==> src/rtl/music_box_pkg.sv <==
// music_box_pkg: shared state codes, record FSM type and sample-rate constants for the music box
// No ports; imported by the record writer and its sample FIFO.
package music_box_pkg;
  localparam logic [4:0] IDLE_STATE_CODE = 5'd0;
  localparam logic [4:0] RECORD_STATE_CODE = 5'd2;
  localparam int CLOCK_HZ = 50_000_000;
  localparam int SAMPLE_RATE_HZ = 22_050;
  localparam int SAMPLE_DIV = (CLOCK_HZ + SAMPLE_RATE_HZ / 2) / SAMPLE_RATE_HZ;
  localparam int RECORD_SECONDS = 10;
  localparam int MAX_SAMPLES = SAMPLE_RATE_HZ * RECORD_SECONDS;
  localparam int FIFO_DEPTH = 8;
  localparam int IDX_W = 19;
  localparam int ENTRY_W = IDX_W + 16;
  typedef enum logic [2:0] {REC_IDLE, REC_ARM, REC_RECORD, REC_DRAIN, REC_DONE} rec_state_e;
  // -32768 has no positive twin in 16 bits, so it saturates to 32767
  function automatic logic [15:0] sat_abs(input logic [15:0] s);
    return s[15] ? ((s == 16'h8000) ? 16'h7fff : -s) : s;
  endfunction
endpackage

==> src/rtl/record_sample_fifo.sv <==
// record_sample_fifo: synchronous FIFO of {captureIndex, sample} entries between sample tick and SDRAM writes
// Ports: clock_50Mhz, reset_n (async active-low), flush (empties FIFO), push/din, pop/dout (head),
// full, empty. A push while full is honoured only when a pop happens in the same cycle.
module record_sample_fifo
  import music_box_pkg::*;
#(
  parameter int DEPTH = FIFO_DEPTH,
  parameter int W = ENTRY_W
) (
  input  logic         clock_50Mhz,
  input  logic         reset_n,
  input  logic         flush,
  input  logic         push,
  input  logic         pop,
  input  logic [W-1:0] din,
  output logic [W-1:0] dout,
  output logic         full,
  output logic         empty
);
  localparam int AW = $clog2(DEPTH);
  logic [W-1:0] mem [DEPTH];
  logic [AW-1:0] wp, rp;
  logic [AW:0] cnt;
  logic wr, rd;
  assign rd = pop && !empty;
  assign wr = push && (!full || rd);
  assign full = cnt == (AW+1)'(DEPTH);
  assign empty = cnt == '0;
  assign dout = mem[rp];
  always_ff @(posedge clock_50Mhz or negedge reset_n)
    if (!reset_n) begin
      wp <= '0;
      rp <= '0;
      cnt <= '0;
      for (int i = 0; i < DEPTH; i++) mem[i] <= '0;
    end else if (flush) begin
      wp <= '0;
      rp <= '0;
      cnt <= '0;
    end else begin
      if (wr) begin
        mem[wp] <= din;
        wp <= wp + AW'(1);
      end
      if (rd) rp <= rp + AW'(1);
      cnt <= cnt + (AW+1)'(wr) - (AW+1)'(rd);
    end
endmodule

==> src/rtl/music_box_record_writer.sv <==
// music_box_record_writer: samples audioInput at the sample rate while recording and writes one sample per SDRAM word
// Ports: clock_50Mhz, reset_n (async active-low), mainState (enables on RECORD_STATE), audioInput,
// stateComplete, overflow (sticky drop flag), samplesWritten, debugString, and the SDRAM write
// command interface sdram_* (inputAddress/writeData/isWriting/inputValid out, recievedCommand/isBusy in).
// Optional: define RECORD_PEAK_METER_EN to report the saturated peak |audioInput| in debugString[31:16].
module music_box_record_writer
  import music_box_pkg::*;
#(
  parameter int SAMPLE_DIV = music_box_pkg::SAMPLE_DIV,
  parameter int MAX_SAMPLES = music_box_pkg::MAX_SAMPLES,
  parameter int FIFO_DEPTH = music_box_pkg::FIFO_DEPTH,
  parameter logic [4:0] RECORD_STATE = RECORD_STATE_CODE
) (
  input  logic        clock_50Mhz,
  input  logic        reset_n,
  input  logic [4:0]  mainState,
  input  logic [15:0] audioInput,
  output logic        stateComplete,
  output logic        overflow,
  output logic [18:0] samplesWritten,
  output logic [31:0] debugString,
  output logic [24:0] sdram_inputAddress,
  output logic [15:0] sdram_writeData,
  output logic        sdram_isWriting,
  output logic        sdram_inputValid,
  input  logic        sdram_recievedCommand,
  input  logic        sdram_isBusy
);
  localparam int CW = $clog2(SAMPLE_DIV + 1);
  localparam logic [CW-1:0] TICK_LAST = CW'(SAMPLE_DIV - 1);
  localparam logic [IDX_W-1:0] IDX_END = IDX_W'(MAX_SAMPLES);
  rec_state_e state, state_d;
  logic [CW-1:0] tick_cnt;
  logic [IDX_W-1:0] capture_index;
  logic [ENTRY_W-1:0] head;
  logic run, tick, accept, issue, flush, fifo_full, fifo_empty;
  assign run = mainState == RECORD_STATE;
  assign tick = state == REC_RECORD && tick_cnt == TICK_LAST && capture_index != IDX_END;
  assign accept = sdram_inputValid && sdram_recievedCommand;
  // a command is pending while inputValid is high, so issuing only from !inputValid also gives the idle gap after each accept
  assign issue = run && (state == REC_RECORD || state == REC_DRAIN) && !fifo_empty && !sdram_inputValid && !sdram_isBusy;
  assign flush = !run || state == REC_ARM;
  assign stateComplete = state == REC_DONE;
  assign sdram_isWriting = sdram_inputValid;
  record_sample_fifo #(.DEPTH(FIFO_DEPTH), .W(ENTRY_W)) u_fifo (
    .clock_50Mhz(clock_50Mhz),
    .reset_n(reset_n),
    .flush(flush),
    .push(tick),
    .pop(accept),
    .din({capture_index, audioInput}),
    .dout(head),
    .full(fifo_full),
    .empty(fifo_empty)
  );
  always_ff @(posedge clock_50Mhz or negedge reset_n)
    if (!reset_n) state <= REC_IDLE;
    else state <= state_d;
  always_comb begin
    state_d = state;
    case (state)
      REC_IDLE:   state_d = REC_ARM;
      REC_ARM:    state_d = REC_RECORD;
      REC_RECORD: state_d = capture_index == IDX_END ? REC_DRAIN : REC_RECORD;
      REC_DRAIN:  state_d = fifo_empty && !sdram_inputValid ? REC_DONE : REC_DRAIN;
      default:    state_d = state;
    endcase
    if (!run) state_d = REC_IDLE;
  end
  always_ff @(posedge clock_50Mhz or negedge reset_n)
    if (!reset_n) begin
      tick_cnt <= '0;
      capture_index <= '0;
      overflow <= 1'b0;
      samplesWritten <= '0;
      sdram_inputValid <= 1'b0;
      sdram_inputAddress <= '0;
      sdram_writeData <= '0;
    end else begin
      tick_cnt <= (state == REC_RECORD && tick_cnt != TICK_LAST) ? tick_cnt + CW'(1) : '0;
      if (state == REC_ARM) begin
        capture_index <= '0;
        overflow <= 1'b0;
        samplesWritten <= '0;
      end else begin
        // the index advances even for a dropped sample so later samples keep time-correct addresses
        if (tick) capture_index <= capture_index + IDX_W'(1);
        if (tick && fifo_full && !accept) overflow <= 1'b1;
        if (accept) samplesWritten <= samplesWritten + 19'd1;
      end
      sdram_inputValid <= run && !accept && (sdram_inputValid || issue);
      if (issue) begin
        sdram_inputAddress <= {6'b0, head[ENTRY_W-1:16]};
        sdram_writeData <= head[15:0];
      end
    end
`ifdef RECORD_PEAK_METER_EN
  logic [15:0] peak, mag;
  assign mag = sat_abs(audioInput);
  always_ff @(posedge clock_50Mhz or negedge reset_n)
    if (!reset_n) peak <= '0;
    else if (state == REC_ARM) peak <= '0;
    else if (tick && mag > peak) peak <= mag;
  assign debugString = {peak, capture_index[15:0]};
`else
  assign debugString = {13'b0, capture_index};
`endif
endmodule

==> config.mk <==
export PLATFORM = sky130hd
export DESIGN_NAME = music_box_record_writer
export DESIGN_NICKNAME = d
export VERILOG_FILES = /design/src/rtl/music_box_pkg.sv /design/src/rtl/record_sample_fifo.sv /design/src/rtl/music_box_record_writer.sv
export SDC_FILE = /design/constraint.sdc
export NUM_CORES = 1
export LEC_CHECK = 0
export CAP_MARGIN = 10
export CORE_UTILIZATION = 45
export CTS_CLUSTER_DIAMETER = 200
export DETAILED_ROUTE_END_ITERATION = 7
export GPL_TIMING_DRIVEN = 1
export PLACE_DENSITY = 0.67
export SLEW_MARGIN = 15
export SYNTH_ARGS = -nofsm -noshare
export SYNTH_HDL_FRONTEND = slang
export SYNTH_SLANG_ARGS = --single-unit
==> constraint.sdc <==
create_clock -name clock_50Mhz -period 8.6 [get_ports clock_50Mhz]
set_input_delay 1.72 -clock clock_50Mhz [delete_from_list [all_inputs] [get_ports clock_50Mhz]]
set_output_delay 1.72 -clock clock_50Mhz [all_outputs]
set_load 0.02 [all_outputs]
# Word level (Yosys, flattened, before mapping)
# Index checks and enable logic that the tools add are counted.
dict set report classes {
  addsub 7
  multipliers 0
  n_div 0
  n_lt_le_gt_ge 3
  eq_ne 11
  shifts 0
  mux 22
  bitwise 3
  reduce_logical 34
}
# cell count
set ops {}
lappend ops {{280-bit bitwise mux} 1}
lappend ops {{35-bit binary-select mux with 3-bit select} 1}
lappend ops {{35-bit demux with 3-bit select} 1}
lappend ops {{35-bit two-way mux} 3}
lappend ops {{19-bit two-way mux} 4}
lappend ops {{19-bit by 1-bit adder with 19-bit output (second input constant)} 2}
lappend ops {{19-bit by 18-bit == test with 1-bit output (second input constant)} 1}
lappend ops {{19-bit by 18-bit != test with 1-bit output (second input constant)} 1}
lappend ops {{3-bit two-way mux} 6}
lappend ops {{1-bit logical AND} 16}
lappend ops {{12-bit by 1-bit adder with 12-bit output (second input constant)} 1}
lappend ops {{12-bit == test (second input constant)} 1}
lappend ops {{12-bit two-way mux} 1}
lappend ops {{12-bit != test (second input constant)} 1}
lappend ops {{3-bit case mux with 4 select lines} 1}
lappend ops {{2-bit nonzero test} 5}
lappend ops {{4-bit >= comparator (second input constant)} 2}
lappend ops {{3-bit inverter with 4-bit output} 2}
lappend ops {{3-bit by 1-bit adder with 3-bit output (second input constant)} 2}
lappend ops {{3-bit by 2-bit == test with 1-bit output (second input constant)} 2}
lappend ops {{1-bit logical NOT} 6}
lappend ops {{5-bit by 2-bit == test with 1-bit output (second input constant)} 1}
lappend ops {{5-bit by 1-bit != test with 1-bit output (second input constant)} 1}
lappend ops {{4-bit by 1-bit adder with 4-bit output} 1}
lappend ops {{other kinds (12)} 17}
dict set report totals {
  regBits 380
  latchBits 0
  ram_bits 0
  romBits 0
  input_bits 25
  out_inout_bits 96
  word_cells 99
  mem_count 0
}

# Depth between registers and ports, before layout
# Gate-level depths: netlist of the first run.
dict set report depth {
  ltp_word 8
  depth_mapped 11
  ltp_nobuf 11
}

# Hierarchy
# Synthesis of the first run repeated with hierarchy kept, for this count alone.
dict set report hier_totals {
  hier_cells 1188
  area_unflattened_um2 18018.5
}
# module instances cells_per_inst area_per_inst_um2 seq_area_each_um2
set by_module_without_submodules {}
lappend by_module_without_submodules {record_sample_fifo 1 795 13705.6 7257.0}
lappend by_module_without_submodules {music_box_record_writer 1 393 4312.9 2252.2}

# Least setup slack after synthesis of the first run
# Ideal clock, no wire load.
dict set report synth_timing {
  kind {input port to flip-flop}
  startpoint {input mainState[4]}
  endpoint {register u_fifo.mem[119] (netlist name)}
  setup_time_ns 0.125
  arrival_time_ns 3.758
  required_ns 8.475
  slack_ns 4.717
  cell_stages 7
  n_path_buf 2
  path_cell_list {nor4_1 > and2_1 > nand2_1 > clkbuf_1 > nor4_4 > buf_2 > mux2_2}
}
dict set report synth_between {
  elab_chain_len 5
}
# item line_no
set synth_lines {}
lappend synth_lines {{start, declared} music_box_record_writer.sv:16} ;# input logic [4:0] mainState,
lappend synth_lines {{5-bit by 2-bit == test with 1-bit output} music_box_record_writer.sv:37} ;# assign run = mainState == RECORD_STATE;
lappend synth_lines {{1-bit logical NOT} n/a}
lappend synth_lines {{1-bit logical OR} music_box_record_writer.sv:42} ;# assign flush = !run || state == REC_ARM;
lappend synth_lines {{1-bit inverter (no source line)} n/a}
lappend synth_lines {{2-bit AND reduction (no source line)} n/a}
lappend synth_lines {{end signal, assigned by index} record_sample_fifo.sv:42} ;# mem[wp] <= din;
lappend synth_lines {{end, declared} record_sample_fifo.sv:21} ;# logic [W-1:0] mem [DEPTH];
# Every way passes these cells.
# A chain may end at the register's enable or synchronous reset.

# Final worst setup path of the first run
dict set report layout_timing {
  startpoint {input mainState[4]}
  endpoint {register u_fifo.mem[154] (netlist name)}
}
# The elaborated chain is that of the path after synthesis.

==> results.json, run 1 <==
{
  "synthArstFlopShare": 1.00,
  "synth_top_area_cell": "dfrtp_1",
  "crit_slowest_cell": "or4_2",
  "peakVddDrop_mv": 0.142,
  "hold_path_class": "reg2reg",
  "final_cells": 1864,
  "cts_buffers": 43,
  "pre_cts_ws_ps": 3320,
  "finalWeightedCongestion": 0.790,
  "critPathKind": "in2reg",
  "synthAdderAreaFrac": 0.00969,
  "drv_cap": 0,
  "p_int_mw": 2.83,
  "fp.coreArea_um2": 38600,
  "cts_tree": "yes",
  "overflow": 0,
  "met2_usage": 0.314,
  "syn_to_final_growth_pct": 15.2,
  "cts_resized": 0,
  "cp.arrival_ps": 5140,
  "grt_max_degree": 129,
  "clock_skew_ps": 17.3,
  "start_kind": "primary input",
  "synth-simple-area-share": 0.0672,
  "synth_cell_types": 48,
  "cts_setup_buffers": 0,
  "synth.most_common_cell": "dfrtp_1",
  "rows": 72,
  "finalNetCount": 1354,
  "drtPass1Iterations": 5,
  "avgSynthCellArea_um2": 14.2,
  "min_period_over_period": 0.547,
  "synth_xor_area_frac": 0.0214,
  "n_antenna_cell": 0,
  "yosys-top-cells-count": "380 x dfrtp_1, 214 x mux2_2, 97 x nor2_1, 70 x mux4_2, 60 x mux2_4",
  "p_comb_frac": 0.018,
  "synth.mux.area_fraction": 0.304,
  "drv_slew": 0,
  "post-route-util": 0.525,
  "power_density_nw_per_um2": 178,
  "total_power_mw": 3.61,
  "cp_top_family": "simple AND/OR/NAND/NOR gates",
  "drive_gt1_frac": 0.334,
  "grt_pass1_vias": 10700,
  "drc": 0,
  "grt-busiest-layer": "met2",
  "p_seq_frac": 0.495,
  "outcome": "finished clean",
  "slowest_delay_ps": 1190,
  "wl_per_cell_um": 20.0,
  "yosysWarnings": 0,
  "placed_cells": 1789,
  "slew-limit-headroom": 0.229,
  "antenna_found_initial": 0,
  "antenna_left": 0,
  "critPathBufInv": 2,
  "initial_core_util": 0.456,
  "holdBufCountCts": 0,
  "synth_top_family_by_area": "multiplexers",
  "tns_ps": 0,
  "synth_enable_flop_cells": 0,
  "die_y_um": 200,
  "cts-htree-levels": 2,
  "synth_compound_area_frac": 0.0208,
  "drt_wl_total_um": 37400,
  "synthTopCellsByArea": "dfrtp_1 54%, mux2_2 14%, mux4_2 9.0%",
  "crit_chain": "clkdlybuf4s50_1 -> nor4_1 -> and2_1 -> nand2_1 -> or4_2 -> buf_4 -> mux2_4",
  "drtIter0Drc": 415,
  "tightest_slew_ps": 1160,
  "ys.flop_type": "dfrtp_1",
  "grt_pass1_wl_um": 60600,
  "path_max_fanout": 18,
  "finalHoldViolCount": 0,
  "min_period_ps": 4700,
  "via_count": 10100,
  "place_hpwl_um": 22000,
  "p_leak_nw": 9.49,
  "clock-sinks": 380,
  "num-fill-cells": 3283,
  "yosysSeqAreaShare": 0.541,
  "switchingPower_mw": 0.782,
  "io_pins": 121,
  "insertion_delay_ps": 570,
  "netlist_instances": 1237,
  "fp.dieW_um": 200,
  "swShare": 0.217,
  "setup_viol": 0,
  "required_ps": 9040,
  "io_buffers": 101,
  "setup_ws_ps": 3900,
  "grt_use_met1": 0.278,
  "synthesis.area_um2": 17600,
  "power_frac_clock": 0.487,
  "ys_seq_elements": 380,
  "via_per_inst": 5.42,
  "cp-end-kind": "flop",
  "track_usage": 0.198,
  "die_area_um2": 39800,
  "yosysTopAreaCellShare": 0.541,
  "met3_usage": 0.0363,
  "cts_max_path_buffers": 3,
  "clkTransAtPathRegs_ps": 60,
  "rsz0062_at_grt": "false",
  "max_freq_mhz": 213,
  "cts_root_buffer": "clkbuf_16"
}
==> worst reg2reg max path: stages, from the launching register on <==
cell and delay [ps]:
dfrtp_1 410, or4b_4 580, nor4_4 550, o211ai_4 280
or4_2 1050, buf_4 420, mux2_4 350
==> path summary, 6_finish.rpt <==
| check | start | end | slack, ps | depth (start not counted) |
|---|---|---|---|---|
| min in group asynchronous | reset_n | sdram_writeData[14]$_DFFE_PN0P_ | 1200 | 1 |
| min reg2reg | tick_cnt[0]$_DFF_PN0_ | tick_cnt[0]$_DFF_PN0_ | 480 | 1 |
| max | mainState[4] | u_fifo.mem[154]$_DFFE_PN0P_ | 3900 | 7 |
| max in group asynchronous | reset_n | sdram_inputAddress[12]$_DFFE_PN0P_ | 5860 | 2 |
| max reg2reg | tick_cnt[9]$_DFF_PN0_ | u_fifo.mem[154]$_DFFE_PN0P_ | 4840 | 6 |
| min | tick_cnt[0]$_DFF_PN0_ | tick_cnt[0]$_DFF_PN0_ | 480 | 1 |
==> cell type report <==
type,instances,area (um^2),area share
Inverter,14,52.6,0.00260
Multi-Input combinational cell,756,7510,0.371
Tap cell,518,648,0.0320
Sequential cell,380,9520,0.470
Timing Repair Buffer,121,1170,0.0576
Clock buffer,61,1230,0.0610
Clock inverter,14,114,0.00563
==> through the flow <==
step | hold WS [ps] | cell area [um^2]
after floorplan | 447 | 17600
after CTS | 478 | 20200
final | 477 | 20200
after detailed placement | 470 | 18900
after global routing | 505 | 20200
after global placement | 465 | 18900
==> metal layers <==
layer	up-vias	part of all wire
met1	5312	0.47
met4	0	0.023
met5	-	0
met2	168	0.47
li1	4567	-
met3	50	0.040
==> cell usage in the layout (no fill, tap or decap), drive strengths merged, types with 3 or more instances in the layout <==
cell type and instances:
xor2 28, mux4 70, or4 5, ha 12, nand3 22, nor3 7, nand2 32, nand2b 4
conb 19, nor4 9, nor2 97, inv 16, and3 12, a21oi 46, o211ai 5, clkdlybuf4s50 100
or3 8, clkbuf 61, nand4 14, and2 3, mux2 280, clkinv 11, dfrtp 380, mux2i 38
xnor2 15, o21ai 9, buf 21
==> cells by family after synthesis <==
logic type / count (synthesis)
buffers and inverters: 119
muxes: 388
xor gates and xnor gates: 43
and+or+nand+nor: 228
DFF: 380
AOI/OAI and AO/OA: 65
other: 1
adders and majority gates: 13
==> flip-flops by register name, summed over array words and instances (netlist names) <==
| signal | cells |
|---|---|
| u_fifo.mem | 280 |
| u_fifo.rp | 3 |
| capture_index | 19 |
| u_fifo.wp | 3 |
| samplesWritten | 19 |
| u_fifo.cnt | 4 |
| overflow | 1 |
| tick_cnt | 12 |
| sdram_inputAddress | 19 |
| sdram_writeData | 16 |
| state | 3 |
| sdram_inputValid | 1 |
==> power groups by stage <==
| stage | Combinational (mW) | Sequential [mW] | Clock [mW] |
|---|---|---|---|
| final | 0.0647 | 1.79 | 1.76 |
| after global routing | 0.0753 | 1.79 | 1.88 |
| after CTS | 0.0678 | 1.79 | 1.81 |
| after detailed placement | 0.0677 | 1.82 | 0 |
| after global placement | 0.0672 | 1.82 | 0 |
| after floorplan | 0.0165 | 1.82 | 0 |
No activity file was read; power rests on OpenSTA's default activity.
==> run 2: changes to the inputs <==
==> constraint.sdc (replaced) <==
create_clock -name clock_50Mhz -period 4.6 [get_ports clock_50Mhz]
set_input_delay 0.92 -clock clock_50Mhz [delete_from_list [all_inputs] [get_ports clock_50Mhz]]
set_output_delay 0.92 -clock clock_50Mhz [all_outputs]
set_load 0.02 [all_outputs]
==> run 2 against run 1 <==
Sequential share of layout area fell by 0.43 points. Flip-flop and latch count did not move. Count of clock-buffer cells in the layout fell by 5. Largest cell class unchanged. Power rose by 91%. Cell count rose by 0.48%. Clock skew rose by 12 ps. Design area rose by 0.92%. Critical path type is now reg2reg. Critical path depth did not move. Worst setup slack got worse by 2800 ps. Die area did not move.
==> results.json, run 2 (synthesis gave the netlist of run 1 again) <==
{
  "via_per_inst": 5.37,
  "clkTransAtPathRegs_ps": 60,
  "n_antenna_cell": 0,
  "max_freq_mhz": 284,
  "outcome": "finished clean",
  "finalHoldViolCount": 0,
  "dpl-instance-area_um2": 19000,
  "track_usage": 0.196,
  "fp.coreArea_um2": 38600,
  "min_period_ps": 3530,
  "drtPass1Iterations": 5,
  "power_density_nw_per_um2": 338,
  "setup_ws_ps": 1070,
  "grt_max_degree": 105,
  "required_ps": 5030,
  "cts-htree-levels": 2,
  "peakVddDrop_mv": 0.268,
  "cts_max_path_buffers": 3,
  "pre_cts_ws_ps": 739,
  "cts_setup_buffers": 0,
  "regMostFlops": "u_fifo.mem",
  "num-fill-cells": 3284,
  "place_hpwl_um": 22300,
  "path_max_fanout": 35,
  "antenna_left": 0,
  "p_leak_nw": 9.58,
  "wl_per_cell_um": 19.6,
  "tightest_slew_ps": 1020,
  "io_pins": 121,
  "drive_gt1_frac": 0.340,
  "die_y_um": 200,
  "cts_buffers": 41,
  "r2r_cells": 7,
  "drt_wl_total_um": 36800,
  "tns_ps": 0,
  "cts_root_buffer": "clkbuf_16",
  "holdBufCountCts": 0,
  "cts_resized": 0,
  "critPathKind": "reg2reg",
  "crit_slowest_cell": "or3_2",
  "antenna_found_initial": 0,
  "drtIter0Drc": 449,
  "hold_path_class": "in2async",
  "drc": 0,
  "cp_top_family": "simple AND/OR/NAND/NOR gates",
  "largest_reg_flops": 280,
  "clock_skew_ps": 29.2,
  "final_common_cell": "dfrtp_1",
  "cp.arrival_ps": 3960,
  "grt_pass1_vias": 10600,
  "rsz0062_at_grt": "false",
  "drv_slew": 0,
  "die_area_um2": 39800,
  "fp.dieW_um": 200,
  "io_buffers": 101,
  "syn_to_final_growth_pct": 16.3,
  "r2r_end": "u_fifo.mem[224]$_DFFE_PN0P_",
  "finalWeightedCongestion": 0.776,
  "cp-end-kind": "flop",
  "slowest_delay_ps": 880,
  "critPathBufInv": 1,
  "r2r_slack_ps": 1070,
  "crit_chain": "inv_1 -> ha_1 -> nor4bb_1 -> nand3_1 -> o211ai_4 -> or3_2 -> mux2_2",
  "cts_tree": "yes",
  "via_count": 10100,
  "layout_common_cells": "377 x dfrtp_1, 214 x mux2_2, 100 x clkdlybuf4s50_1",
  "finalNetCount": 1360,
  "clock-sinks": 380,
  "slew-limit-headroom": 0.320,
  "fin_area_um2": 20400,
  "initial_core_util": 0.456,
  "insertion_delay_ps": 570,
  "setup_viol": 0,
  "rows": 72,
  "min_period_over_period": 0.766,
  "start_kind": "flop",
  "r2r_start": "capture_index[0]$_DFFE_PN0P_",
  "grt_pass1_wl_um": 60000,
  "overflow": 0,
  "drv_cap": 0
}
run 2: changes by cell type in the layout (fill, tap and decap cells not counted), moves of 3 or more:
cell / change
clkbuf_1: -3
bufinv_16: +4
clkbuf_16: -3
buf_4: +3
buf_12: +5
run 2: layout make-up:
class	count	area [um^2]	share of cell area
clock buffer	56	1160	0.0569
clock inverter	20	250	0.0123
tap	518	648	0.0317
multi-input combinational	756	7510	0.368
inverter	14	52.6	0.00257
timing repair buffer	129	1290	0.0631
sequential	380	9520	0.466
run 2: power breakdown:
part	internal, mW	switching, mW
sequential	3.34	0.000192
combinational	0.0265	0.0989
clock	2.07	1.36
run 2: worst max path at each step:
stage                                       from                           to  slack (ps)  cells after the start
global placement           sdram_recievedCommand  u_fifo.mem[147]$_DFFE_PN0P_         780                      7
detailed placement         sdram_recievedCommand  u_fifo.mem[224]$_DFFE_PN0P_         740                      6
floorplan                           mainState[4]  u_fifo.mem[119]$_DFFE_PN0P_        1520                      7
finish              capture_index[0]$_DFFE_PN0P_  u_fifo.mem[224]$_DFFE_PN0P_        1070                      7
CTS                 capture_index[0]$_DFFE_PN0P_  u_fifo.mem[229]$_DFFE_PN0P_        1080                      7
global route        capture_index[0]$_DFFE_PN0P_  u_fifo.mem[219]$_DFFE_PN0P_         830                      7
run 2: through the flow:
step	util	power, mW	hold WS, ps	std cells
2_1_floorplan	-	3.44	447	1255
3_3_place_gp	0.493	3.53	463	1797
3_5_place_dp	0.493	3.54	474	1797
4_1_cts	0.530	7.00	447	1873
5_1_grt	0.530	7.15	473	1873
6_report	0.530	6.90	457	1873
run 2: per-layer routing:
| layer | vias up | global-route usage | wire (um) |
|---|---|---|---|
| li1 | 4589 | - | - |
| met1 | 5214 | 0.265 | 16600 |
| met2 | 198 | 0.319 | 17800 |
| met3 | 57 | 0.0373 | 1550 |
| met4 | 0 | 0.0616 | 795 |
| met5 | - | 0 | 0 |
run 2: worst register-to-register path: stages (launching register included):
cell and delay (ps):
dfrtp_1 590, inv_1 230, ha_1 170, nor4bb_1 310, nand3_1 310, o211ai_4 480
or3_2 890, mux2_2 440
